### config.mk
export PLATFORM = sky130hd
export DESIGN_NAME = if_fetch_queue
export DESIGN_NICKNAME = d
export VERILOG_FILES = /design/src/rtl/if_fetch_queue.sv
export SDC_FILE = /design/constraint.sdc
export NUM_CORES = 1
export LEC_CHECK = 0
export CAP_MARGIN = 10
export CELL_PAD_IN_SITES_DETAIL_PLACEMENT = 0
export CELL_PAD_IN_SITES_GLOBAL_PLACEMENT = 2
export CORE_MARGIN = 1
export CORE_UTILIZATION = 46
export CTS_CLUSTER_SIZE = 12
export DETAILED_ROUTE_END_ITERATION = 7
export DONT_BUFFER_PORTS = 1
export GPL_TIMING_DRIVEN = 1
export HOLD_SLACK_MARGIN = 0.15
export MAX_ROUTING_LAYER = met4
export PLACE_DENSITY = 0.82
export SLEW_MARGIN = 20
export SYNTH_ARGS = -nofsm -noshare
export SYNTH_HDL_FRONTEND = slang
export SYNTH_SLANG_ARGS = --single-unit
### constraint.sdc
create_clock -name clk -period 3.4 [get_ports clk]
set_input_delay 0.34 -clock clk [delete_from_list [all_inputs] [get_ports clk]]
set_output_delay 0.34 -clock clk [all_outputs]
set_load 0.05 [all_outputs]
### src/rtl/if_fetch_queue.sv
// Instruction-fetch stage with a DEPTH-entry prefetch queue.
// The PC drives a synchronous instruction memory. Each returned instruction
// is queued together with its PC and handed to decode over valid/ready.
// A branch redirect flushes the queue and any fetch still in flight.
module if_fetch_queue #(
  parameter int                 WIDTH    = 32,
  parameter int                 DEPTH    = 4,
  parameter logic [WIDTH-1:0]   RESET_PC = '0
) (
  input  logic                       clk,
  input  logic                       rst,
  input  logic                       redirect,
  input  logic [WIDTH-1:0]           redirect_pc,
  output logic                       imem_en,
  output logic [WIDTH-1:0]           imem_addr,
  input  logic [WIDTH-1:0]           imem_rdata,
  output logic                       out_valid,
  input  logic                       out_ready,
  output logic [WIDTH-1:0]           out_instr,
  output logic [WIDTH-1:0]           out_pc,
  output logic [WIDTH-1:0]           out_pc_plus4,
  output logic [$clog2(DEPTH):0]     count
);

  localparam int AW = $clog2(DEPTH);
  localparam int CW = AW + 1;

  logic [WIDTH-1:0] pc_reg;
  logic [WIDTH-1:0] inflight_pc_reg;
  logic             inflight_reg;
  logic [AW-1:0]    rd_ptr_reg;
  logic [AW-1:0]    wr_ptr_reg;
  logic [CW-1:0]    count_reg;

  logic [WIDTH-1:0] instr_mem [DEPTH];
  logic [WIDTH-1:0] pc_mem    [DEPTH];

  logic [CW:0]      used_slots;
  logic             issue;
  logic             push;
  logic             pop;

  // Credit check counts the in-flight request as occupied. A pop in this
  // cycle is deliberately not counted, which keeps this path free of out_ready.
  always_comb begin
    used_slots = {1'b0, count_reg} + (CW+1)'(inflight_reg);
    issue      = rst && !redirect && (used_slots < (CW+1)'(DEPTH));
    push       = inflight_reg && !redirect;
    pop        = (count_reg != '0) && out_ready && !redirect;
  end

  assign imem_en      = issue;
  assign imem_addr    = pc_reg;
  assign out_valid    = (count_reg != '0);
  assign out_instr    = instr_mem[rd_ptr_reg];
  assign out_pc       = pc_mem[rd_ptr_reg];
  assign out_pc_plus4 = pc_mem[rd_ptr_reg] + WIDTH'(4);
  assign count        = count_reg;

  // PC, in-flight tracking and queue pointers; redirect overrides everything.
  always_ff @(posedge clk or negedge rst) begin
    if (!rst) begin
      pc_reg          <= RESET_PC;
      inflight_reg    <= 1'b0;
      inflight_pc_reg <= '0;
      rd_ptr_reg      <= '0;
      wr_ptr_reg      <= '0;
      count_reg       <= '0;
    end else if (redirect) begin
      pc_reg       <= redirect_pc;
      inflight_reg <= 1'b0;
      rd_ptr_reg   <= '0;
      wr_ptr_reg   <= '0;
      count_reg    <= '0;
    end else begin
      if (issue) begin
        pc_reg          <= pc_reg + WIDTH'(4);
        inflight_reg    <= 1'b1;
        inflight_pc_reg <= pc_reg;
      end else begin
        inflight_reg    <= 1'b0;
      end
      if (push) wr_ptr_reg <= wr_ptr_reg + AW'(1);
      if (pop)  rd_ptr_reg <= rd_ptr_reg + AW'(1);
      case ({push, pop})
        2'b10:   count_reg <= count_reg + CW'(1);
        2'b01:   count_reg <= count_reg - CW'(1);
        default: count_reg <= count_reg;
      endcase
    end
  end

  // Queue storage has no reset so it can map onto plain memory.
  always_ff @(posedge clk) begin
    if (push) begin
      instr_mem[wr_ptr_reg] <= imem_rdata;
      pc_mem[wr_ptr_reg]    <= inflight_pc_reg;
    end
  end

endmodule

==> results of run 1 <==
[cell type report]
type,count,area (um2),area share
Tap cell,384,480,0.0289
Timing Repair Buffer,180,1740,0.105
Clock buffer,45,935,0.0562
Sequential cell,328,9500,0.571
Inverter,15,56.3,0.00338
Clock inverter,10,93.8,0.00564
Multi-Input combinational cell,442,3840,0.231
[placed cells by master (no fill, tap or decap), types with 13 or more instances in the layout]
cell type        n
dfrtp_1         70
xor2_1          18
o21ai_0         20
edfxtp_1       256
clkbuf_16       37
dlygate4sd3_1   67
nand2_1        136
nand3_1         26
buf_4           92
inv_1           13
mux4_2          63
nor2_1          22
[through the flow]
step	std cells	total power (uW)	setup TNS [ps]
global route	1404	14500	-1130
CTS	1396	13900	-227
finish	1404	14000	-19.3
floorplan	826	9000	0
global placement	1258	10100	0
detailed placement	1258	10200	0
[kinds of logic after synthesis]
family	count (synthesis)
buffers and inverters	56
XOR/XNOR	35
flip-flops	328
AO/OA/AOI/OAI	67
AND/OR/NAND/NOR	265
multiplexers	68
adder cells (fa/ha/maj)	7
[tightest hold or removal path, delay by kind of cell]
kind             cells  cell delay (ps)
AND/OR/NAND/NOR      2              170
XOR/XNOR             1              160
[how the worst max path moves through the flow]
stage,startpoint,to,slack [ps],cells past startpoint
CTS,rd_ptr_reg[0]$_DFFE_PN0P_,out_pc_plus4[28],-40,8
global placement,rd_ptr_reg[0]$_DFFE_PN0P_,out_pc_plus4[16],230,8
detailed placement,rd_ptr_reg[0]$_DFFE_PN0P_,out_pc_plus4[16],180,8
global route,rd_ptr_reg[0]$_DFFE_PN0P_,out_pc_plus4[19],-130,10
floorplan,rd_ptr_reg[0]$_DFFE_PN0P_,out_pc_plus4[19],5,8
finish,rd_ptr_reg[0]$_DFFE_PN0P_,out_pc_plus4[19],-20,10
[layer usage]
layer | wire [um] | part of all wire | vias to the layer above
met5 | 0 | 0 | -
met4 | 710 | 0.023 | 0
met3 | 2200 | 0.071 | 51
met2 | 15000 | 0.48 | 344
met1 | 13200 | 0.42 | 4040
li1 | - | - | 3530
[report_power, final]
| group | total [uW] | internal, uW | switching [uW] |
|---|---|---|---|
| logic | 4860 | 1620 | 3240 |
| clock network | 3480 | 2010 | 1460 |
| registers | 5630 | 4900 | 723 |
| total | 14000 | 8540 | 5430 |
[repair_timing]
| item | in CTS | in global routing |
|---|---|---|
| hold endpoints to repair | 239 | 0 |
| buffers inserted | 14 | 7 |
| pin swaps | 9 | 15 |
| gates cloned | 0 | 1 |
| endpoints found under the setup margin | 17 | 17 |
| hold buffers | 69 | 0 |
| gates resized for setup | 20 | 20 |
==> qor.txt, run 1 <==
Outcome: finished, violations left
Failing checks: negative setup slack
WHS Endpoint: rd_ptr_reg[1]$_DFFE_PN0P_
Clk buf depth: 3
Met3 usage: 0.0499
Initial DRC count: 604
Final Max Slew Viols: 0
DRT Pass-1 Iters: 5
Final #Nets: 1077
M2 GR Usage: 0.335
Worst-path clk slew: 60 ps
Final Core Density: 0.580
Max_cap viols: 0
Routed len/inst: 22.1 um
Final Cycle Share: 1.01
Worst flop-to-flop path startpoint: imem_addr[16]$_DFFE_PN0P_
Syn Area/Cell: 16.3 um2
H-tree Lvls: 2
Biggest area consumer among synthesized cells: edfxtp_1
Cell Area, Placed: 14500 um2
First-pass GRT wire length: 49100 um
Post-DRT Antenna Nets: 0
Crit path kind: reg2out
Height of the die: 173 um
Main combinational cell family by area after synthesis: multiplexers
CP Capture Type: output port
Mux share of post-synthesis cell area: 0.111
Flops & latches, synth: 328
Root Buffer: clkbuf_16
Synth top cells by count: edfxtp_1 (256), nand2_1 (136), dfrtp_1 (72)
Met1 Use GR: 0.295
Peak VDD IR: 328 uV
CP arrival: 3080 ps
Final WS setup: -19.3 ps
Hold Crit Class: in2reg
Flop2flop setup slack: 870 ps
FMAX: 292 MHz
CTS buffer count: 35
Reg2Reg Capture Point: imem_addr[31]$_DFFE_PN0P_
Layout cell share with drive strength beyond 1: 0.255
Detail Placement HPWL: 19900 um
Final Hold Slack: 209 ps
FILL cells: 2197
Area Growth Syn to Fin: 23.7%
DRC Markers: 0
EDFF count, synth: 256
Max stage delay on crit path: 550 ps
Synth Area in Compound Gates: 0.0346
Worst Hold Launch: out_ready
TritonCTS clock tree: built
Die Span X: 173 um
Antenna diodes: 0
Power per cell area: 839 nW/um2
Pin count of the biggest net entering global routing: 73
Share of the synthesized area in the top cell type: 0.571
Via Count: 7965
Critical path fanouts, max: 7
CTS Sinks: 328
IO Port Bufs: 0
Finished Cell Area: 16600 um2
Core area: 28700 um2
Period minus WS final: 3420 ps
Most used routing layer: met2
I/O Pins: 201
Max transition margin: 0.530
Detailed Route WL: 31100 um
Post-Syn Area: 13500 um2
Worst skew pair latency: 500 ps
Top Registers: instr_mem x128, pc_mem x128
Gr usage total: 0.218
Post-Syn Instances: 826
Yosys cell types: 54
Final Hold Viols: 0
Dominant cells by area after synthesis: edfxtp_1 (57%), dfrtp_1 (13%), mux4_2 (10%)
Hold depth: 3
Drt via density: 5.67
Max Clock Skew: 9.31 ps
XOR/XNOR Fraction of Synth Area: 0.0228
Worst-margin pin slew: 704 ps
Net Count, Synth: 901
Top-count cell post-synth: edfxtp_1
GPL Wtd Cong: 0.858
RSZ-0062 raised after global routing: yes
Initial Util: 0.469
Grt total ovfl: 0
Core Rows: 62
Top delay family on crit path: buffers and inverters
Post-synthesis sequential area ratio: 0.705
Initial antenna violation count: 0
CP bufs+invs: 6
Worst r2r path cells: 5
Adder-cell share of the synthesized area: 0.00707
Async SR Flop Fraction: 0.220
CP Cell Sequence: buf_12 -> buf_6 -> mux4_2 -> inv_2 -> or4_4 -> buf_12 -> buf_6 -> nor3_4 -> xor2_1 -> buf_4
Die area: 29900 um2
Required @ worst endpoint: 3060 ps
CP max stage cell: or4_4
Final setup violation count: 1
Vias in the first global route: 8258
YS warnings: 0
Worst Setup Start Kind: register
Placement-stage worst setup slack: 178 ps
Simple-Gate Fraction of Synth Area: 0.0991
Top_reg_cell synth: edfxtp_1
Leak pwr: 0.00606 uW
Note: power is estimated with default switching activity, not from simulation.
==> run 2: changes to the inputs <==
--- a/config.mk
+++ b/config.mk
@@ -17,6 +17,8 @@
 export HOLD_SLACK_MARGIN = 0.15
 export MAX_ROUTING_LAYER = met4
 export PLACE_DENSITY = 0.82
+export RECOVER_POWER = 50
+export SKIP_CTS_REPAIR_TIMING = 1
 export SLEW_MARGIN = 20
 export SYNTH_ARGS = -nofsm -noshare
 export SYNTH_HDL_FRONTEND = slang
==> run 2 against run 1 <==
- the flow finishes with violations (max-capacitance violations, max-slew violations)
- final cell count shrank 0.50%
- register-to-register slack lost 550 ps
- die area unchanged
- sequential share of layout area up 0.31 points
- highest routed layer unchanged
- wire length is 0.58% higher
- total power down 0.57%
- via count decreased by 0.15%
- combinational power down 1%
- sequential power barely moved
- utilization down 0.31 points
- non-clock buffer count fell by 8
==> qor.txt, run 2 (synthesis results as in run 1) <==
Core area: 28700 um2 (unchanged)
Hold depth: 2 (-1)
CTS Sinks: 328 (unchanged)
Final Max Slew Viols: 123 (+123)
Die Span X: 173 um (unchanged)
DRT Pass-1 Iters: 7 (+2)
CP arrival: 3040 ps (-40 ps)
Period minus WS final: 3380 ps (-38.9 ps)
Detail Placement HPWL: 19900 um (unchanged)
H-tree Lvls: 2 (unchanged)
Drt via density: 5.69 (+0.35%)
Vias in the first global route: 7793 (-5.6%)
Required @ worst endpoint: 3060 ps (about the same)
IO Port Bufs: 0 (unchanged)
Initial DRC count: 641 (+6.1%)
Outcome: finished, violations left
Grt total ovfl: 0 (unchanged)
Post-DRT Antenna Nets: 0 (unchanged)
Leak pwr: 0.00601 uW (-0.89%)
Placement-stage worst setup slack: 178 ps (unchanged)
Antenna diodes: 0 (unchanged)
Cells after DPL: 1258 (unchanged)
Top Registers: instr_mem x128, pc_mem x128
Non-Filler Instances: 1397 (-0.50%)
WHS Endpoint: wr_ptr_reg[0]$_DFFE_PN0P_
Leading cell type in the layout, fill and taps excluded: edfxtp_1
Power per cell area: 839 nW/um2 (about the same)
Die area: 29900 um2 (unchanged)
Root Buffer: clkbuf_16
Worst-path clk slew: 60 ps (about the same)
Failing checks: max-capacitance violations, max-slew violations
Routed len/inst: 22.4 um (+1.1%)
Clk buf depth: 3 (unchanged)
Worst Hold Launch: redirect
Final Hold Slack: 169 ps (-39.6 ps)
Max_cap viols: 3 (+3)
Via Count: 7953 (-0.15%)
Initial antenna violation count: 0 (unchanged)
Worst Setup Start Kind: register
I/O Pins: 201 (unchanged)
CTS buffer count: 35 (unchanged)
Gr usage total: 0.206 (-0.0114)
Crit path kind: reg2out
Worst flop-to-flop path startpoint: inflight_reg$_DFF_PN0_
Pin count of the biggest net entering global routing: 74 (+1.4%)
Final Hold Viols: 0 (unchanged)
TritonCTS clock tree: built
Most frequent cells in the layout: edfxtp_1 (256), nand2_1 (136), buf_4 (79)
Flop2flop setup slack: 320 ps (-550 ps)
GPL Wtd Cong: 0.858 (unchanged)
Max Clock Skew: 7.76 ps (-1.55 ps)
Reg2Reg Capture Point: instr_mem[0][3]$_DFFE_PP_
Final setup violation count: 0 (-1)
Final #Nets: 1070 (-0.65%)
Setup total negative slack: 0 ps (+19.3 ps)
Area Growth Syn to Fin: 23.1%
DRC Markers: 0 (unchanged)
RSZ-0062 raised after global routing: yes
Peak VDD IR: 326 uV (-0.55%)
Core Rows: 62 (unchanged)
Worst skew pair latency: 500 ps (about the same)
Initial Util: 0.469 (unchanged)
Worst r2r path cells: 3 (-2)
Finished Cell Area: 16600 um2 (-0.54%)
Final Cycle Share: 0.994 (-0.0114)
Detailed Route WL: 31200 um (+0.58%)
FMAX: 296 MHz (+1.1%)
Hold Crit Class: in2reg
Height of the die: 173 um (unchanged)
Critical path fanouts, max: 12 (+5)
CP Capture Type: output port
Worst-margin pin slew: 1800 ps (+1100 ps)
Final WS setup: 19.6 ps (+38.9 ps)
First-pass GRT wire length: 46600 um (-5.1%)
Cell Area, Placed: 14500 um2 (unchanged)
Layout cell share with drive strength beyond 1: 0.246 (-0.00910)
Max transition margin: -0.202 (-0.733)
-- run 2: cell types whose count changed in the layout (fill, tap and decap cells not counted), sizes merged --
cell	change
buf	-13
clkbuf	+7
dlygate4sd3	-2
or2	+1
-- run 2: per-stage QoR --
stage | utilization | power (uW)
CTS | 0.542 | 13700
detailed placement | 0.506 | 10200
global route | 0.577 | 14400
global placement | 0.506 | 10100
floorplan | - | 9000
finish | 0.577 | 13900
-- run 2: final cells by class --
cell class                      instances  area, um2
Clock buffer                           45        935
Clock inverter                         10       93.8
Fill cell                            2219      12100
Inverter                               15       56.3
Multi-Input combinational cell        443       3870
Sequential cell                       328       9500
Tap cell                              384        480
Timing Repair Buffer                  172       1630
-- run 2: power by group --
| group | leakage, uW | switching (uW) | total [uW] | internal (uW) |
|---|---|---|---|---|
| Sequential | 0.00322 | 707 | 5610 | 4900 |
| Clock | 0.000499 | 1460 | 3470 | 2010 |
| Combinational | 0.00229 | 3250 | 4800 | 1550 |
| Total | 0.00601 | 5420 | 13900 | 8470 |
-- run 2: worst max path at each step --
stage | depth (start not counted) | startpoint | to | slack (ps)
final | 10 | rd_ptr_reg[0]$_DFFE_PN0P_ | out_pc_plus4[13] | 20
after global routing | 10 | rd_ptr_reg[0]$_DFFE_PN0P_ | out_pc_plus4[31] | -90
after CTS | 8 | rd_ptr_reg[0]$_DFFE_PN0P_ | out_pc_plus4[16] | -370
after detailed placement | 8 | rd_ptr_reg[0]$_DFFE_PN0P_ | out_pc_plus4[16] | 180
after global placement | 8 | rd_ptr_reg[0]$_DFFE_PN0P_ | out_pc_plus4[16] | 230
after floorplan | 8 | rd_ptr_reg[0]$_DFFE_PN0P_ | out_pc_plus4[19] | 5
-- run 2: critical path, cell delays in order, from the launching register on --
cell     delay (ps)
dfrtp_4         500
buf_12          170
buf_4           140
mux4_2          370
and4_4          240
nand4_1         140
buf_6           180
buf_12          140
nor3_1          240
xor2_1          190
buf_4           220
-- run 2: per-layer routing --
layer	wire, um	vias up	GRT usage
met5	0	-	-
met4	532	0	0.0465
met3	2340	43	0.0611
met2	15200	343	0.308
met1	13200	4041	0.281
li1	-	3526	-
==> run 3: changes to the inputs <==
--- a/config.mk
+++ b/config.mk
@@ -9,14 +9,14 @@
 export CELL_PAD_IN_SITES_DETAIL_PLACEMENT = 0
 export CELL_PAD_IN_SITES_GLOBAL_PLACEMENT = 2
 export CORE_MARGIN = 1
-export CORE_UTILIZATION = 46
+export CORE_UTILIZATION = 41
 export CTS_CLUSTER_SIZE = 12
 export DETAILED_ROUTE_END_ITERATION = 7
 export DONT_BUFFER_PORTS = 1
 export GPL_TIMING_DRIVEN = 1
 export HOLD_SLACK_MARGIN = 0.15
 export MAX_ROUTING_LAYER = met4
-export PLACE_DENSITY = 0.82
+export PLACE_DENSITY = 0.77
 export RECOVER_POWER = 50
 export SKIP_CTS_REPAIR_TIMING = 1
 export SLEW_MARGIN = 20
==> constraint.sdc (replaced) <==
create_clock -name clk -period 2.9 [get_ports clk]
set_input_delay 0.29 -clock clk [delete_from_list [all_inputs] [get_ports clk]]
set_output_delay 0.29 -clock clk [all_outputs]
set_load 0.05 [all_outputs]
==> run 3 against run 2 <==
- the flow finishes with violations (max-capacitance violations, max-slew violations, negative setup slack)
- clock skew up 4.8 ps
- hold slack worse by 23 ps
- design area is 4.2% higher
- clock-buffer cell count is 4 higher
- combinational power is 35% higher
- die area grew 12%
- global-route usage shrank 2.2 points
- non-clock buffer count is 34 higher
- highest routed layer unchanged
==> qor.txt, run 3 (synthesis results as in run 1) <==
Die Span X: 183 um (+5.9%)
Cell mode on critical path: buf_12
Layout cell share with drive strength beyond 1: 0.268 (+0.0220)
Cell Area, Placed: 15200 um2 (+4.7%)
Final setup violation count: 29 (+29)
Most frequent cells in the layout: edfxtp_1 (256), nand2_1 (136), buf_4 (74)
Initial DRC count: 468 (-27%)
DRT Pass-1 Iters: 4 (-3)
Gr usage total: 0.184 (-0.0225)
CP Cell Sequence: buf_12 -> mux4_2 -> nand4_1 -> or4_4 -> nor4_4 -> xor2_2 -> buf_12
Final Max Slew Viols: 120 (-2.4%)
Required @ worst endpoint: 2610 ps (-450 ps)
Final Hold Slack: 146 ps (-23.0 ps)
Initial Util: 0.422 (-0.0467)
Core area: 31900 um2 (+11%)
Final Hold Viols: 0 (unchanged)
Top delay family on crit path: simple AND/OR/NAND/NOR gates
Post-DRT Antenna Nets: 0 (unchanged)
Max_cap viols: 2 (-1)
Height of the die: 183 um (+5.9%)
Drt via density: 5.22 (-8.3%)
Grt total ovfl: 0 (unchanged)
Final #Nets: 1106 (+3.4%)
DRC Markers: 0 (unchanged)
Outcome: finished, violations left
RSZ-0062 raised after global routing: yes
Final Cycle Share: 1.17
Pin count of the biggest net entering global routing: 74 (unchanged)
Max stage delay on crit path: 680 ps (+180 ps)
Setup total negative slack: -8300 ps (-8300 ps)
Leak pwr: 0.00628 uW (+4.6%)
CP max stage cell: or4_4
Max Clock Skew: 12.5 ps (+4.77 ps)
H-tree Lvls: 2 (unchanged)
Failing checks: max-capacitance violations, max-slew violations, negative setup slack
Worst Setup Start Kind: register
Critical path fanouts, max: 7 (-5)
Worst skew pair latency: 500 ps (about the same)
Clk buf depth: 3 (unchanged)
First-pass GRT wire length: 45400 um (-2.6%)
Worst-path clk slew: 60 ps (about the same)
Die area: 33500 um2 (+12%)
Detailed Route WL: 31200 um (-0.22%)
Root Buffer: clkbuf_16
Crit path kind: reg2out
Period minus WS final: 3390 ps
CP bufs+invs: 2 (-3)
CTS Sinks: 328 (unchanged)
Routed len/inst: 21.0 um (-6.3%)
I/O Pins: 201 (unchanged)
CTS buffer count: 36 (+2.9%)
Finished Cell Area: 17200 um2 (+4.2%)
Peak VDD IR: 386 uV (+18%)
Top Registers: instr_mem x128, pc_mem x128
Vias in the first global route: 7547 (-3.2%)
Final WS setup: -488 ps (-508 ps)
TritonCTS clock tree: built
Hold Crit Class: in2reg
Area Growth Syn to Fin: 28.2%
Initial antenna violation count: 0 (unchanged)
Via Count: 7770 (-2.3%)
Antenna diodes: 0 (unchanged)
FILL cells: 2602 (+17%)
FMAX: 295 MHz
GPL Wtd Cong: 0.757 (-12%)
Flop2flop setup slack: 20 ps (-300 ps)
Core Rows: 65 (+4.8%)
CP arrival: 3100 ps (+60 ps)
Leading cell type in the layout, fill and taps excluded: edfxtp_1
Max transition margin: -0.252 (-0.0497)
CP Capture Type: output port
IO Port Bufs: 0 (unchanged)
Worst-margin pin slew: 1880 ps (+74.5 ps)
Detail Placement HPWL: 19100 um (-4.1%)
Power per cell area: 986 nW/um2 (+17%)
Final Core Density: 0.541 (-0.0358)
## run 3: cell types whose count changed in the layout (fill, tap and decap cells not counted), sizes merged
cell and delta:
buf +10, inv -1, clkbuf +24, bufinv +1, dlymetal6s2s +1, or4 +1
clkinv +1, dlygate4sd3 +3
## run 3: final timing paths
| kind | cells after the start | endpoint | start |
|---|---|---|---|
| worst max register to register | 8 | count[1]$_DFFE_PN0P_ | count[1]$_DFFE_PN0P_ |
| worst min-delay path | 3 | imem_addr[7]$_DFFE_PN0P_ | redirect |
| min in group asynchronous | 2 | imem_addr[8]$_DFFE_PN0P_ | rst |
| max in group asynchronous | 2 | rd_ptr_reg[0]$_DFFE_PN0P_ | rst |
| worst min register to register | 0 | pc_mem[2][25]$_DFFE_PP_ | inflight_pc_reg[25]$_DFFE_PN0P_ |
| worst max-delay path | 7 | out_pc_plus4[28] | rd_ptr_reg[0]$_DFFE_PN0P_ |
## run 3: worst reg2reg max path: stages (launching register included)
cell,delay (ps)
dfrtp_1,410
clkbuf_1,540
o31ai_1,170
buf_4,180
nor3_1,180
fa_1,440
mux2i_1,150
nor2_1,50
dlygate4sd3_1,630
## run 3: metrics by stage
stage,setup slack (ps),total power (uW),std cells
3_3_place_gp,57.2,12500,1336
3_5_place_dp,39.5,12600,1336
4_1_cts,-501,16900,1396
6_report,-488,17000,1488
2_1_floorplan,-200,10700,826
5_1_grt,-611,17700,1488
## run 3: report_power, final
group	total [uW]	switching [uW]	internal [uW]
clock	4260	1700	2550
combinational	6480	4240	2240
sequential	6270	512	5750
## run 3: area by class of cell
class                   count  area, um2  area share
inverters                  15       56.3     0.00326
flip-flops and latches    328       9490       0.550
clock buffers              49        991      0.0575
well taps                 435        544      0.0316
clock inverters            11        101     0.00588
repair buffers            206       2000       0.116
multi-input cells         444       4060       0.235
## run 3: metal layers
| metal | global-route usage | up-vias | wire length [um] |
|---|---|---|---|
| met5 | - | - | 0 |
| li1 | - | 3580 | - |
| met1 | 0.259 | 3908 | 14100 |
| met3 | 0.0441 | 36 | 2010 |
| met4 | 0.0403 | 0 | 409 |
| met2 | 0.272 | 246 | 14600 |
